<file path="src/rtl/pic_control_logic.sv">
// pic_control_logic: configuration, IRR/ISR/IMR, priority resolution and the
// 8086-style two-pulse INTA sequence of an 8259-compatible interrupt controller.
module pic_control_logic (
  input  logic       clk,
  input  logic       rst,
  input  logic [7:0] cmd_data,
  input  logic [4:1] icw_stb,
  input  logic [3:1] ocw_stb,
  input  logic [7:0] ir,
  input  logic       inta_n,
  output logic       int_o,
  output logic [7:0] vector_o,
  output logic       vector_en,
  output logic [7:0] irr,
  output logic [7:0] isr,
  output logic [7:0] imr,
  output logic [7:0] rd_data
);

  typedef enum logic [1:0] {IDLE, ACK1, ACK2} state_t;
  state_t state, state_n;

  logic       ltim, sngl, ic4, aeoi, aeoi_rot, ready, rd_sel, spur;
  logic [4:0] base;
  logic [2:0] lp, vlev;
  logic [7:0] ir_prev;
  logic       inta_prev;

  logic       inta_fall, inta_rise;
  logic       do_ack1, do_ack2, do_done;
  logic       ocw2_go;
  logic [2:0] ocw2_op;
  logic [3:0] pv, iv;
  logic       int_c;
  logic [7:0] irr_n, isr_n;
  logic [2:0] lp_n;

  // Returns {found, level} of the highest-priority set bit; level lowest+1 wins.
  function automatic logic [3:0] find_top(input logic [7:0] m, input logic [2:0] lowest);
    logic [3:0] r;
    logic [2:0] idx;
    r = 4'b0000;
    for (int i = 7; i >= 0; i--) begin
      idx = lowest + 3'(i) + 3'd1;
      if (m[idx]) r = {1'b1, idx};
    end
    return r;
  endfunction

  function automatic logic [2:0] rank(input logic [2:0] lvl, input logic [2:0] lowest);
    return lvl - lowest - 3'd1;
  endfunction

  assign inta_fall = inta_prev & ~inta_n;
  assign inta_rise = ~inta_prev & inta_n;
  assign ocw2_go   = ready & ocw_stb[2];
  assign ocw2_op   = cmd_data[7:5];
  assign pv        = find_top(irr & ~imr, lp);
  assign iv        = find_top(isr, lp);
  assign rd_data   = rd_sel ? isr : irr;

  // Fully nested mode: a request only interrupts work of strictly lower priority.
  assign int_c = ready & (state == IDLE) & pv[3] &
                 (~iv[3] | (rank(pv[2:0], lp) < rank(iv[2:0], lp)));

  always_ff @(posedge clk or posedge rst) begin
    if (rst) state <= IDLE;
    else     state <= state_n;
  end

  always_comb begin
    state_n = state;
    case (state)
      IDLE:    if (inta_fall) state_n = ACK1;
      ACK1:    if (inta_fall) state_n = ACK2;
      ACK2:    if (inta_rise) state_n = IDLE;
      default: state_n = IDLE;
    endcase
    if (icw_stb[1]) state_n = IDLE;
  end

  always_comb begin
    do_ack1 = (state == IDLE) & inta_fall;
    do_ack2 = (state == ACK1) & inta_fall;
    do_done = (state == ACK2) & inta_rise;
  end

  // The ACK1 set is applied last so it wins over a same-cycle EOI.
  always_comb begin
    isr_n = isr;
    irr_n = irr;
    lp_n  = lp;
    for (int n = 0; n < 8; n++) begin
      if (ltim) irr_n[n] = ir[n];
      else      irr_n[n] = ir[n] & (irr[n] | ~ir_prev[n]);
    end
    if (do_done & aeoi & ~spur) begin
      isr_n[vlev] = 1'b0;
      if (aeoi_rot) lp_n = vlev;
    end
    if (ocw2_go) begin
      case (ocw2_op)
        3'b001: if (iv[3]) isr_n[iv[2:0]] = 1'b0;
        3'b011: isr_n[cmd_data[2:0]] = 1'b0;
        3'b101: if (iv[3]) begin
                  isr_n[iv[2:0]] = 1'b0;
                  lp_n = iv[2:0];
                end
        3'b111: begin
                  isr_n[cmd_data[2:0]] = 1'b0;
                  lp_n = cmd_data[2:0];
                end
        3'b110: lp_n = cmd_data[2:0];
        default: ;
      endcase
    end
    if (do_ack1 & pv[3]) begin
      isr_n[pv[2:0]] = 1'b1;
      irr_n[pv[2:0]] = 1'b0;
    end
  end

  // ICW3 only advances initialisation; cascading is unsupported so its contents are not kept.
  always_ff @(posedge clk or posedge rst) begin
    if (rst) begin
      ltim <= 1'b0; sngl <= 1'b0; ic4 <= 1'b0; base <= 5'd0;
      irr <= 8'h00; isr <= 8'h00; imr <= 8'h00;
      lp <= 3'd7; aeoi <= 1'b0; aeoi_rot <= 1'b0; ready <= 1'b0; rd_sel <= 1'b0;
      int_o <= 1'b0; vector_en <= 1'b0; vector_o <= 8'h00;
      vlev <= 3'd7; spur <= 1'b0;
      ir_prev <= 8'h00; inta_prev <= 1'b1;
    end else begin
      ir_prev   <= ir;
      inta_prev <= inta_n;
      if (icw_stb[1]) begin
        ltim <= cmd_data[3]; sngl <= cmd_data[1]; ic4 <= cmd_data[0];
        irr <= 8'h00; isr <= 8'h00; imr <= 8'h00;
        lp <= 3'd7; aeoi <= 1'b0; aeoi_rot <= 1'b0; ready <= 1'b0; rd_sel <= 1'b0;
        int_o <= 1'b0; vector_en <= 1'b0; vector_o <= 8'h00;
        vlev <= 3'd7; spur <= 1'b0;
      end else begin
        irr   <= irr_n;
        isr   <= isr_n;
        lp    <= lp_n;
        int_o <= int_c;
        if (icw_stb[2]) begin
          base <= cmd_data[7:3];
          if (sngl & ~ic4) ready <= 1'b1;
        end
        if (icw_stb[3] & ~ic4) ready <= 1'b1;
        if (icw_stb[4]) begin
          aeoi  <= cmd_data[1];
          ready <= 1'b1;
        end
        if (ready & ocw_stb[1]) imr <= cmd_data;
        if (ocw2_go & (ocw2_op == 3'b100)) aeoi_rot <= 1'b1;
        if (ocw2_go & (ocw2_op == 3'b000)) aeoi_rot <= 1'b0;
        if (ready & ocw_stb[3] & cmd_data[1]) rd_sel <= cmd_data[0];
        if (do_ack1) begin
          vlev <= pv[3] ? pv[2:0] : 3'd7;
          spur <= ~pv[3];
        end
        if (do_ack2) begin
          vector_en <= 1'b1;
          vector_o  <= {base, vlev};
        end
        if (do_done) begin
          vector_en <= 1'b0;
          vector_o  <= 8'h00;
        end
      end
    end
  end

endmodule
</file>
<file path="config.mk">
export PLATFORM = sky130hd
export DESIGN_NAME = pic_control_logic
export DESIGN_NICKNAME = d
export VERILOG_FILES = /design/src/rtl/pic_control_logic.sv
export SDC_FILE = /design/constraint.sdc
export NUM_CORES = 1
export LEC_CHECK = 0
export ABC_AREA = 1
export CELL_PAD_IN_SITES_DETAIL_PLACEMENT = 1
export CELL_PAD_IN_SITES_GLOBAL_PLACEMENT = 2
export CORE_MARGIN = 8
export CORE_UTILIZATION = 33
export DETAILED_ROUTE_END_ITERATION = 8
export GPL_TIMING_DRIVEN = 0
export PLACE_DENSITY_LB_ADDON = 0.1
export SLEW_MARGIN = 25
export SYNTH_ARGS = -nofsm -noshare
export SYNTH_HDL_FRONTEND = slang
export SYNTH_SLANG_ARGS = --single-unit
export TNS_END_PERCENT = 20
</file>
<file path="constraint.sdc">
create_clock -name clk -period 10.1 [get_ports clk]
set_clock_uncertainty 0.15 [all_clocks]
set_input_delay 1.515 -clock clk [delete_from_list [all_inputs] [get_ports clk]]
set_output_delay 1.515 -clock clk [all_outputs]
set_load 0.005 [all_outputs]
</file>
==> results.ini, run 1 <==
[job]
drv_cap = 0

[die]
io_pins = 68
die-area_um2 = 18100
start_util = 0.336
rows = 43
die_w_um = 134
core-area_um2 = 13800
die_h_um = 134

[global_route]
antenna_found_initial = 0
overflow = 0
grt_usage = 0.209
grt_max_degree = 37
grt_pass1_vias = 5261
grt_first_pass_wirelength_mm = 29.2

[sta]
max_slew.worst_pin.slew_ns = 0.757
timing_hold_violations_final = 0
rsz0062_at_grt = no
fin_ws_ns = 5.14
max_freq_ghz = 0.201
finalCritPeriodShare = 0.492
finalSetupTns_ns = 0
setup_violations = 0
holdWs_ns = 0.339
finalCriticalPeriod_ns = 4.96
relSlewSlack = 0.491
slew_viol_final = 0

[setup_path]
cp-start-kind = flop
cp-end-kind = flop
required_ns = 10.17
crit_fanout = 13
critical_path_class = flop to flop
critPathArrivalTime_ns = 5.04

[layout]
antenna_cells_inserted = 0
finalNetCount = 806
fillers = 1851
drive_gt1_frac = 0.0928
area_delta_synth_final_pct = 26.2

[clock_network]
cts_buffers = 9
post-cts-setup-buffer-count = 0
clk_pin_slew_ns = 0.06
clk_latency_ns = 0.33
cts-root-buf = clkbuf_16
h-tree-depth = 3
cts.sink_count = 64
ctsResizeCount = 0
cts_tree = yes
clockBufferDepth = 2
cts_hold_buffers = 0

[synth]
yosysSeqAreaShare = 0.348
syn_area_um2 = 4630
syn_nets = 728
synth_top_area_cell = dfrtp_1
ys_ff_latch = 64
synth_area_leaders = dfrtp_1 (31%), nand2_1 (18%), inv_1 (7.1%), nand3_1 (6.1%), o21ai_0 (5.2%)
syn_area_per_cell_um2 = 6.68
ys_types = 42
syn-instance-count = 693
synth_top_cell_area_share = 0.308
yosys_warnings = 0

[placement]
dp_slack_ns = 5.18
place.gp.congestion = 0.882
place_hpwl_mm = 14.8
numPortBuffers = 66

[route]
drtAntennaViolNets = 0
routedWlPerCell_um = 19.3
drt_pass1_iterations = 4
drt_iter0_drc = 209
vias = 4928
post-route-drc-count = 0
wl_mm = 18.5
via_per_inst = 5.15

[hold_path]
hold_class = flop to flop

[pwr]
finalPower_uw = 973
worst_ir_drop_vdd_mv = 0.115
power_density_nw_per_um2 = 167
leakage_uw = 0.00284

[run_status]
outcome = finished, final reports clean

-- cell usage in the layout (no fill, tap or decap), types with 3 or more instances in the layout --
cell type        instances
o21ai_0                 48
o22ai_1                  7
o21ai_1                 11
nand2_2                 11
clkinvlp_4               3
inv_2                   12
xor2_1                   4
nand3_1                 56
dfrtp_1                 57
nand4_1                 19
clkbuf_16                9
nor2_1                  39
nand2_1                223
buf_6                    4
o211ai_1                 7
ha_1                     7
o21ai_2                  5
a21oi_1                 40
nor3_1                   5
inv_1                   86
clkbuf_1                 8
dfstp_2                  7
a31oi_1                  7
clkdlybuf4s50_1         66
-- path summary, 6_finish.rpt --
| check | startpoint | to | slack, ns | cells past startpoint |
|---|---|---|---|---|
| min reg2reg | base[3]$_DFFE_PP0P_ | base[3]$_DFFE_PP0P_ | 0.34 | 2 |
| max | lp[0]$_DFF_PP1_ | int_o$_DFF_PP0_ | 5.14 | 23 |
| max in group asynchronous | rst | lp[2]$_DFF_PP1_ | 7.83 | 3 |
| min | base[3]$_DFFE_PP0P_ | base[3]$_DFFE_PP0P_ | 0.34 | 2 |
| max reg2reg | lp[0]$_DFF_PP1_ | int_o$_DFF_PP0_ | 5.14 | 23 |
| min in group asynchronous | rst | vector_en$_DFFE_PP0P_ | 1.38 | 2 |
-- Yosys cell counts --
cell type and number:
nor3_1 5, or2_1 1, xor2_1 4, nand4_1 19
nand3_1 56, a21oi_2 1, nor4_1 1, a31oi_1 7
nor2_2 2, buf_6 4, nor3b_2 2, inv_1 87
a22oi_1 2, nor3_4 1, a21oi_1 40, nand2_1 223
nor2_4 1, fa_1 2, buf_2 1, nor4_2 1
xor2_2 1, o21ai_0 48, inv_2 12, dfrtp_1 57
o22ai_1 7, o21ai_1 11, a21boi_0 2, nand4_2 1
dfstp_2 7, xnor2_2 2, buf_4 2, a22o_1 1
nand2_2 11, mux2i_1 1, o211ai_1 7, nor2_1 39
clkbuf_1 8, ha_1 7, clkinv_1 2, o221ai_1 1
a41o_1 1, o21ai_2 5
-- final cells by class --
type                            instances  area, µm²  share of cell area
Buffer                                 15       95.1              0.0163
Tap cell                              180        225              0.0385
Inverter                              101        382              0.0653
Multi-Input combinational cell        513       2550               0.436
Clock inverter                          7       78.8              0.0135
Sequential cell                        64       1610               0.276
Timing Repair Buffer                   67        681               0.116
Clock buffer                            9        225              0.0385
-- metal layers --
layer / GRT usage / part of all wire
met1: 0.248 / 0.43
met2: 0.371 / 0.51
met4: 0.0905 / 0.032
met3: 0.0234 / 0.028
met5: 0 / 0
-- critical path, stage by stage, from the launching register on --
cell      delay, ns
dfstp_2        0.54
buf_6          0.17
inv_2          0.07
buf_6          0.16
ha_1           0.35
buf_4          0.20
inv_2          0.10
buf_2          0.26
nand2_1        0.08
o21ai_1        0.13
nand2_1        0.13
o21ai_2        0.13
nor2_2         0.07
a21boi_0       0.14
o21ai_2        0.21
nand2_2        0.12
ha_1           0.21
fa_1           0.41
xor2_1         0.17
xor2_1         0.17
ha_1           0.32
a21oi_1        0.16
a21oi_1        0.13
nor3_1         0.26
-- where the power goes --
group / total [µW] / leakage [µW] / switching [µW] / internal [µW]
Clock: 317 / 0.000139 / 123 / 193
Sequential: 300 / 0.000819 / 23.2 / 277
Combinational: 356 / 0.00188 / 234 / 122
-- kinds of logic (layout without fill, tap and decap cells) --
family                   Yosys count  in the layout  synth area share
XOR/XNOR                           7              7            0.0181
buffers and inverters            116            199             0.102
AO/OA/AOI/OAI                    133            133             0.161
multiplexers                       1              1           0.00216
adder cells (fa/ha/maj)            9              9            0.0276
flip-flops                        64             64             0.348
AND/OR/NAND/NOR                  363            363             0.341
-- registers in the layout (all words and copies together) (netlist names) --
register,count
spur,1
vlev,3
vector_o,8
isr,8
ltim,1
ir_prev,8
lp,3
imr,8
rd_sel,1
sngl,1
ready,1
state,2
irr,8
ic4,1
aeoi_rot,1
base,5
int_o,1
aeoi,1
vector_en,1
inta_prev,1
-- per-stage QoR --
stage	std cells	util	cell area [µm²]
global route	956	0.424	5840
detailed placement	940	0.402	5540
CTS	956	0.424	5840
finish	956	0.424	5840
floorplan	693	-	4630
global placement	939	0.401	5520
(Power assumes the default switching activity.)
==> inputs of run 2 (changes only) <==
--- a/config.mk
+++ b/config.mk
@@ -9,7 +9,7 @@
 export CELL_PAD_IN_SITES_DETAIL_PLACEMENT = 1
 export CELL_PAD_IN_SITES_GLOBAL_PLACEMENT = 2
 export CORE_MARGIN = 8
-export CORE_UTILIZATION = 33
+export CORE_UTILIZATION = 30
 export DETAILED_ROUTE_END_ITERATION = 8
 export GPL_TIMING_DRIVEN = 0
 export PLACE_DENSITY_LB_ADDON = 0.1
==> constraint.sdc (replaced) <==
create_clock -name clk -period 5.05 [get_ports clk]
set_clock_uncertainty 0.15 [all_clocks]
set_input_delay 0.7575 -clock clk [delete_from_list [all_inputs] [get_ports clk]]
set_output_delay 0.7575 -clock clk [all_outputs]
set_load 0.005 [all_outputs]
==> run 2 against run 1 <==
Total power increased by 95%. Sequential power increased by 100%. Fmax increased by 2.8%. Clock-buffer cell count increased by 1. Register-to-register slack got worse by 4.9 ns. Critical endpoint unchanged. Die area increased by 8.8%. Via count decreased by 0.71%. Wire length decreased by 0.41%. Clock power increased by 83%.
==> results.ini, run 2 (synthesized netlist as in run 1, its figures left out) <==
[run_status]
outcome = finished, final reports clean

[pwr]
power_density_nw_per_um2 = 324
leakage_uw = 0.00283
worst_ir_drop_vdd_mv = 0.221

[setup_path]
crit_path_cell_trace = buf_6 > inv_2 > buf_6 > ha_2 > buf_6 > inv_2 > buf_4 > mux2i_2 > o21ai_2 > nor2_2 > a21boi_0 > o21ai_2 > nand2_2 > ha_1 > fa_1 > xor2_1 > xor2_1 > ha_1 > o211ai_1 > a21oi_1 > nor3_1
critical_path_class = flop to flop
crit_buf_inv = 6
critPathSlowestCell = dfstp_2
r2r_slack_ns = 0.22
crit_family = adder cells
slowest_delay_ns = 0.54
cp_common_cell = buf_6
crit_fanout = 13
crit_cells = 21
required_ns = 5.08
cp-start-kind = flop
critPathArrivalTime_ns = 4.86
cp-end-kind = flop
reg2regPathDepth = 21

[route]
routedWlPerCell_um = 19.1
wl_mm = 18.4
via_per_inst = 5.07
met3_length_um = 521
dr_wl_met2_mm = 9.83
drt_pass1_iterations = 4
wl_met1_mm = 7.90
vias = 4893
highest_layer = met4
drt_iter0_drc = 230
post-route-drc-count = 0
drtAntennaViolNets = 0

[job]
drv_cap = 0

[layout]
final_cell_mix = nand2_1 (223), inv_1 (86), clkdlybuf4s50_1 (66)
antenna_cells_inserted = 0
final_common_cell = nand2_1
finalNetCount = 807
area_delta_synth_final_pct = 26.7
final_util = 0.387
drive_gt1_frac = 0.0978

[placement]
numPortBuffers = 66
place_hpwl_mm = 14.9
place.gp.congestion = 0.893

[die]
start_util = 0.306
io_pins = 68
core-area_um2 = 15100
die_w_um = 140
rows = 45
die-area_um2 = 19700
die_h_um = 140

[clock_network]
clk_pin_slew_ns = 0.06
clk_latency_ns = 0.33
clockBufferDepth = 2
cts_tree = yes
cts.sink_count = 64
cts-root-buf = clkbuf_16
cts_buffers = 9
h-tree-depth = 3

[global_route]
antenna_found_initial = 0
grt_usage = 0.193
grt_max_degree = 37
overflow = 0
grt_first_pass_wirelength_mm = 29.5
grt_pass1_vias = 5266

[sta]
finalCriticalPeriod_ns = 4.83
holdWs_ns = 0.347
finalCritPeriodShare = 0.956
timing_hold_violations_final = 0
setup_violations = 0
max_slew.worst_pin.slew_ns = 0.790
slew_viol_final = 0
max_freq_ghz = 0.207
rsz0062_at_grt = no
finalSetupTns_ns = 0
relSlewSlack = 0.469

[hold_path]
hold_class = flop to flop
hold_depth = 2

[run 2: worst reg2reg max path, cell delays in order (launching register included)]
cell and delay (ns):
dfstp_2 0.54, buf_6 0.17, inv_2 0.08, buf_6 0.16, ha_2 0.39, buf_6 0.17, inv_2 0.08, buf_4 0.19
mux2i_2 0.18, o21ai_2 0.24, nor2_2 0.08, a21boi_0 0.14, o21ai_2 0.19, nand2_2 0.11, ha_1 0.21, fa_1 0.40
xor2_1 0.17, xor2_1 0.18, ha_1 0.31, o211ai_1 0.09, a21oi_1 0.34, nor3_1 0.09
[run 2: per-stage QoR]
step / worst slack (ns) / power, µW / instances / cell area, µm²
finish: 0.220 / 1900 / 965 / 5870
global route: 0.00829 / 2030 / 965 / 5870
CTS: 0.0715 / 1910 / 964 / 5830
global placement: 0.150 / 1300 / 947 / 5530
floorplan: 0.887 / 1050 / 693 / 4630
detailed placement: 0.0935 / 1320 / 948 / 5550
[run 2: worst paths after layout]
kind | to | start
worst min-delay path | base[3]$_DFFE_PP0P_ | base[3]$_DFFE_PP0P_
worst min register to register | base[3]$_DFFE_PP0P_ | base[3]$_DFFE_PP0P_
worst max-delay path | int_o$_DFF_PP0_ | lp[0]$_DFF_PP1_
worst max register to register | int_o$_DFF_PP0_ | lp[0]$_DFF_PP1_
max in group asynchronous | inta_prev$_DFF_PP1_ | rst
min in group asynchronous | sngl$_DFFE_PP0P_ | rst
[run 2: final cells by class]
class | count | area (µm²)
fillers | 1945 | 9280
multi-input cells | 513 | 2570
flip-flops and latches | 64 | 1610
repair buffers | 68 | 688
inverters | 101 | 382
clock buffers | 10 | 239
well taps | 188 | 235
plain buffers | 15 | 101
clock inverters | 6 | 45.0
[run 2: power by group]
group | total (µW) | internal [µW] | leakage (µW) | switching [µW]
registers | 600 | 554 | 0.000819 | 45.8
logic | 719 | 251 | 0.00188 | 468
clock network | 580 | 346 | 0.000131 | 234
total | 1900 | 1150 | 0.00283 | 748
[run 2: layer usage]
metal,vias up,global-route usage
met1,2400,0.227
met4,0,0.0446
met5,-,0
li1,2419,-
met2,62,0.360
met3,12,0.0289
[run 2: what timing repair did]
action / 4_1_cts / 5_1_grt
setup buffers: 0 / 1
endpoints found under the setup margin: 0 / 1
hold buffers: 0 / 0
gates resized for setup: 0 / 7
==> inputs of run 3 (changes only) <==
--- a/config.mk
+++ b/config.mk
@@ -8,6 +8,7 @@
 export ABC_AREA = 1
 export CELL_PAD_IN_SITES_DETAIL_PLACEMENT = 1
 export CELL_PAD_IN_SITES_GLOBAL_PLACEMENT = 2
+export CORE_ASPECT_RATIO = 1.2
 export CORE_MARGIN = 8
 export CORE_UTILIZATION = 30
 export DETAILED_ROUTE_END_ITERATION = 8
==> run 3 against run 2 <==
Sequential power is essentially flat. First-iteration DRC count decreased by 32%. Fmax rose by 1.5%. Global-route usage up 0.60 points. Via count grew 1.8%. Wire length is 3.3% higher. Final cell count increased by 1.6%. Critical path depth up 1. Setup slack better by 0.069 ns. Total power rose by 5.7%. Sequential share of layout area decreased by 0.15 points. Non-clock buffer count decreased by 1. Critical endpoint unchanged.
==> results.ini, run 3 (synthesized netlist as in run 1, its figures left out) <==
[run_status]
outcome = finished, final reports clean

[placement]
post_dp_cell_area_um2 = 5570
numPortBuffers = 66
place.gp.congestion = 0.838
place_hpwl_mm = 15.7

[clock_network]
h-tree-depth = 3
cts_buffers = 9
post-cts-setup-buffer-count = 0
cts.sink_count = 64
cts-root-buf = clkbuf_16
clk_latency_ns = 0.34
clockBufferDepth = 2
clk_pin_slew_ns = 0.06
cts_tree = yes

[setup_path]
crit_fanout = 13
crit_path_cell_trace = buf_6 > inv_2 > buf_6 > ha_1 > buf_4 > inv_2 > buf_4 > o21ai_1 > nand2_1 > o21ai_2 > nor2_2 > a21boi_0 > o21ai_2 > nand2_2 > ha_1 > fa_1 > xor2_1 > xor2_1 > ha_1 > a21oi_1 > a21oi_2 > nor3_2
critPathArrivalTime_ns = 4.86
critPathSlowestCell = dfstp_2
cp_common_cell = ha_1
crit_cells = 22
critical_path_class = flop to flop
cp-start-kind = flop
reg2regPathDepth = 22
r2r_start = lp[0]$_DFF_PP1_
slowest_delay_ns = 0.54
cp-end-kind = flop
required_ns = 5.15
crit_family = adder cells
crit_buf_inv = 6
setup.worst_path.start = lp[0]$_DFF_PP1_

[sta]
max_slew.worst_pin.slew_ns = 0.811
max_freq_ghz = 0.210
setup_violations = 0
finalSetupTns_ns = 0
timing_hold_violations_final = 0
slew_viol_final = 0
finalCriticalPeriod_ns = 4.76
finalCritPeriodShare = 0.943
relSlewSlack = 0.455
rsz0062_at_grt = no

[layout]
drive_gt1_frac = 0.0954
area_delta_synth_final_pct = 27.4
final_cell_mix = nand2_1 (223), inv_1 (86), clkdlybuf4s50_1 (66)
finalNetCount = 806
antenna_cells_inserted = 0
finalInstanceArea_um2 = 5900
final_common_cell = nand2_1

[die]
start_util = 0.308
rows = 49
io_pins = 68
die_w_um = 129
die-area_um2 = 19700
core-area_um2 = 15000
die_h_um = 152

[route]
post-route-drc-count = 0
drtAntennaViolNets = 0
drt_pass1_iterations = 4
vias = 4981
routedWlPerCell_um = 19.4
drt_iter0_drc = 156
via_per_inst = 5.08
wl_mm = 19.0

[job]
drv_cap = 0

[global_route]
grt_first_pass_wirelength_mm = 30.0
antenna_found_initial = 0
grt_usage = 0.199
grt_max_degree = 35
overflow = 0
grt_pass1_vias = 5457

[pwr]
pwr-share-comb = 0.365
swShare = 0.384
p_int_uw = 1240
power_switching_uw = 771
seq_power_share = 0.299
power_density_nw_per_um2 = 340
worst_ir_drop_vdd_mv = 0.210
leakage_uw = 0.00286
pwr-share-clk = 0.336

[hold_path]
hold_depth = 2
min_from = base[1]$_DFFE_PP0P_
hold_class = flop to flop

==> run 3: changes by cell type in the layout (fill, tap and decap cells not counted), sizes merged <==
cell and change:
clkinvlp -2, buf -1, inv +1, clkbuf -1, bufinv +2
==> run 3: path summary, 6_finish.rpt <==
| check | to | slack [ns] |
|---|---|---|
| worst max-delay path | int_o$_DFF_PP0_ | 0.29 |
| worst min-delay path | base[1]$_DFFE_PP0P_ | 0.35 |
| worst max register to register | int_o$_DFF_PP0_ | 0.29 |
| worst min register to register | base[1]$_DFFE_PP0P_ | 0.35 |
| max in group asynchronous | inta_prev$_DFF_PP1_ | 3.53 |
| min in group asynchronous | ic4$_DFFE_PP0P_ | 0.63 |
==> run 3: metrics by stage <==
stage	setup slack (ns)	hold WS, ns	cells	util	power (µW)
floorplan	0.887	0.298	693	-	1050
global placement	0.116	0.318	963	0.369	1310
detailed placement	0.113	0.329	964	0.371	1330
CTS	0.0934	0.350	980	0.392	2010
global route	0.00578	0.387	980	0.393	2130
finish	0.289	0.349	980	0.393	2010
==> run 3: tightest hold or removal path, delay by kind of cell (launching register included) <==
family,cells,cell delay [ns]
compound gates,1,0.06
flops,1,0.35
simple gates,1,0.05
==> run 3: area by class of cell <==
type | instances | area, µm²
sequential | 64 | 1610
multi-input combinational | 513 | 2550
clock buffer | 9 | 225
buffer | 15 | 97.6
clock inverter | 7 | 95.1
tap | 204 | 255
timing repair buffer | 67 | 681
fill | 1936 | 9120
inverter | 101 | 382
==> run 3: what timing repair did <==
| item | 4_1_cts | 5_1_grt |
|---|---|---|
| gates resized for setup | 0 | 4 |
| setup endpoints to repair | 0 | 1 |
| hold buffers | 0 | 0 |
| endpoints found under the hold margin | 0 | 0 |
==> run 3: power by group through the flow <==
stage                     Clock, µW  Sequential, µW  Combinational [µW]
after floorplan                   0             588                 464
after global placement            0             607                 702
after detailed placement          0             607                 727
after CTS                       684             599                 732
after global routing            702             603                 822
final                           674             599                 733
==> run 3: layer usage <==
layer / track usage / wire, µm
met5: 0 / 0
met4: 0.0715 / 567
met3: 0.0284 / 433
met2: 0.382 / 10500
met1: 0.211 / 7550
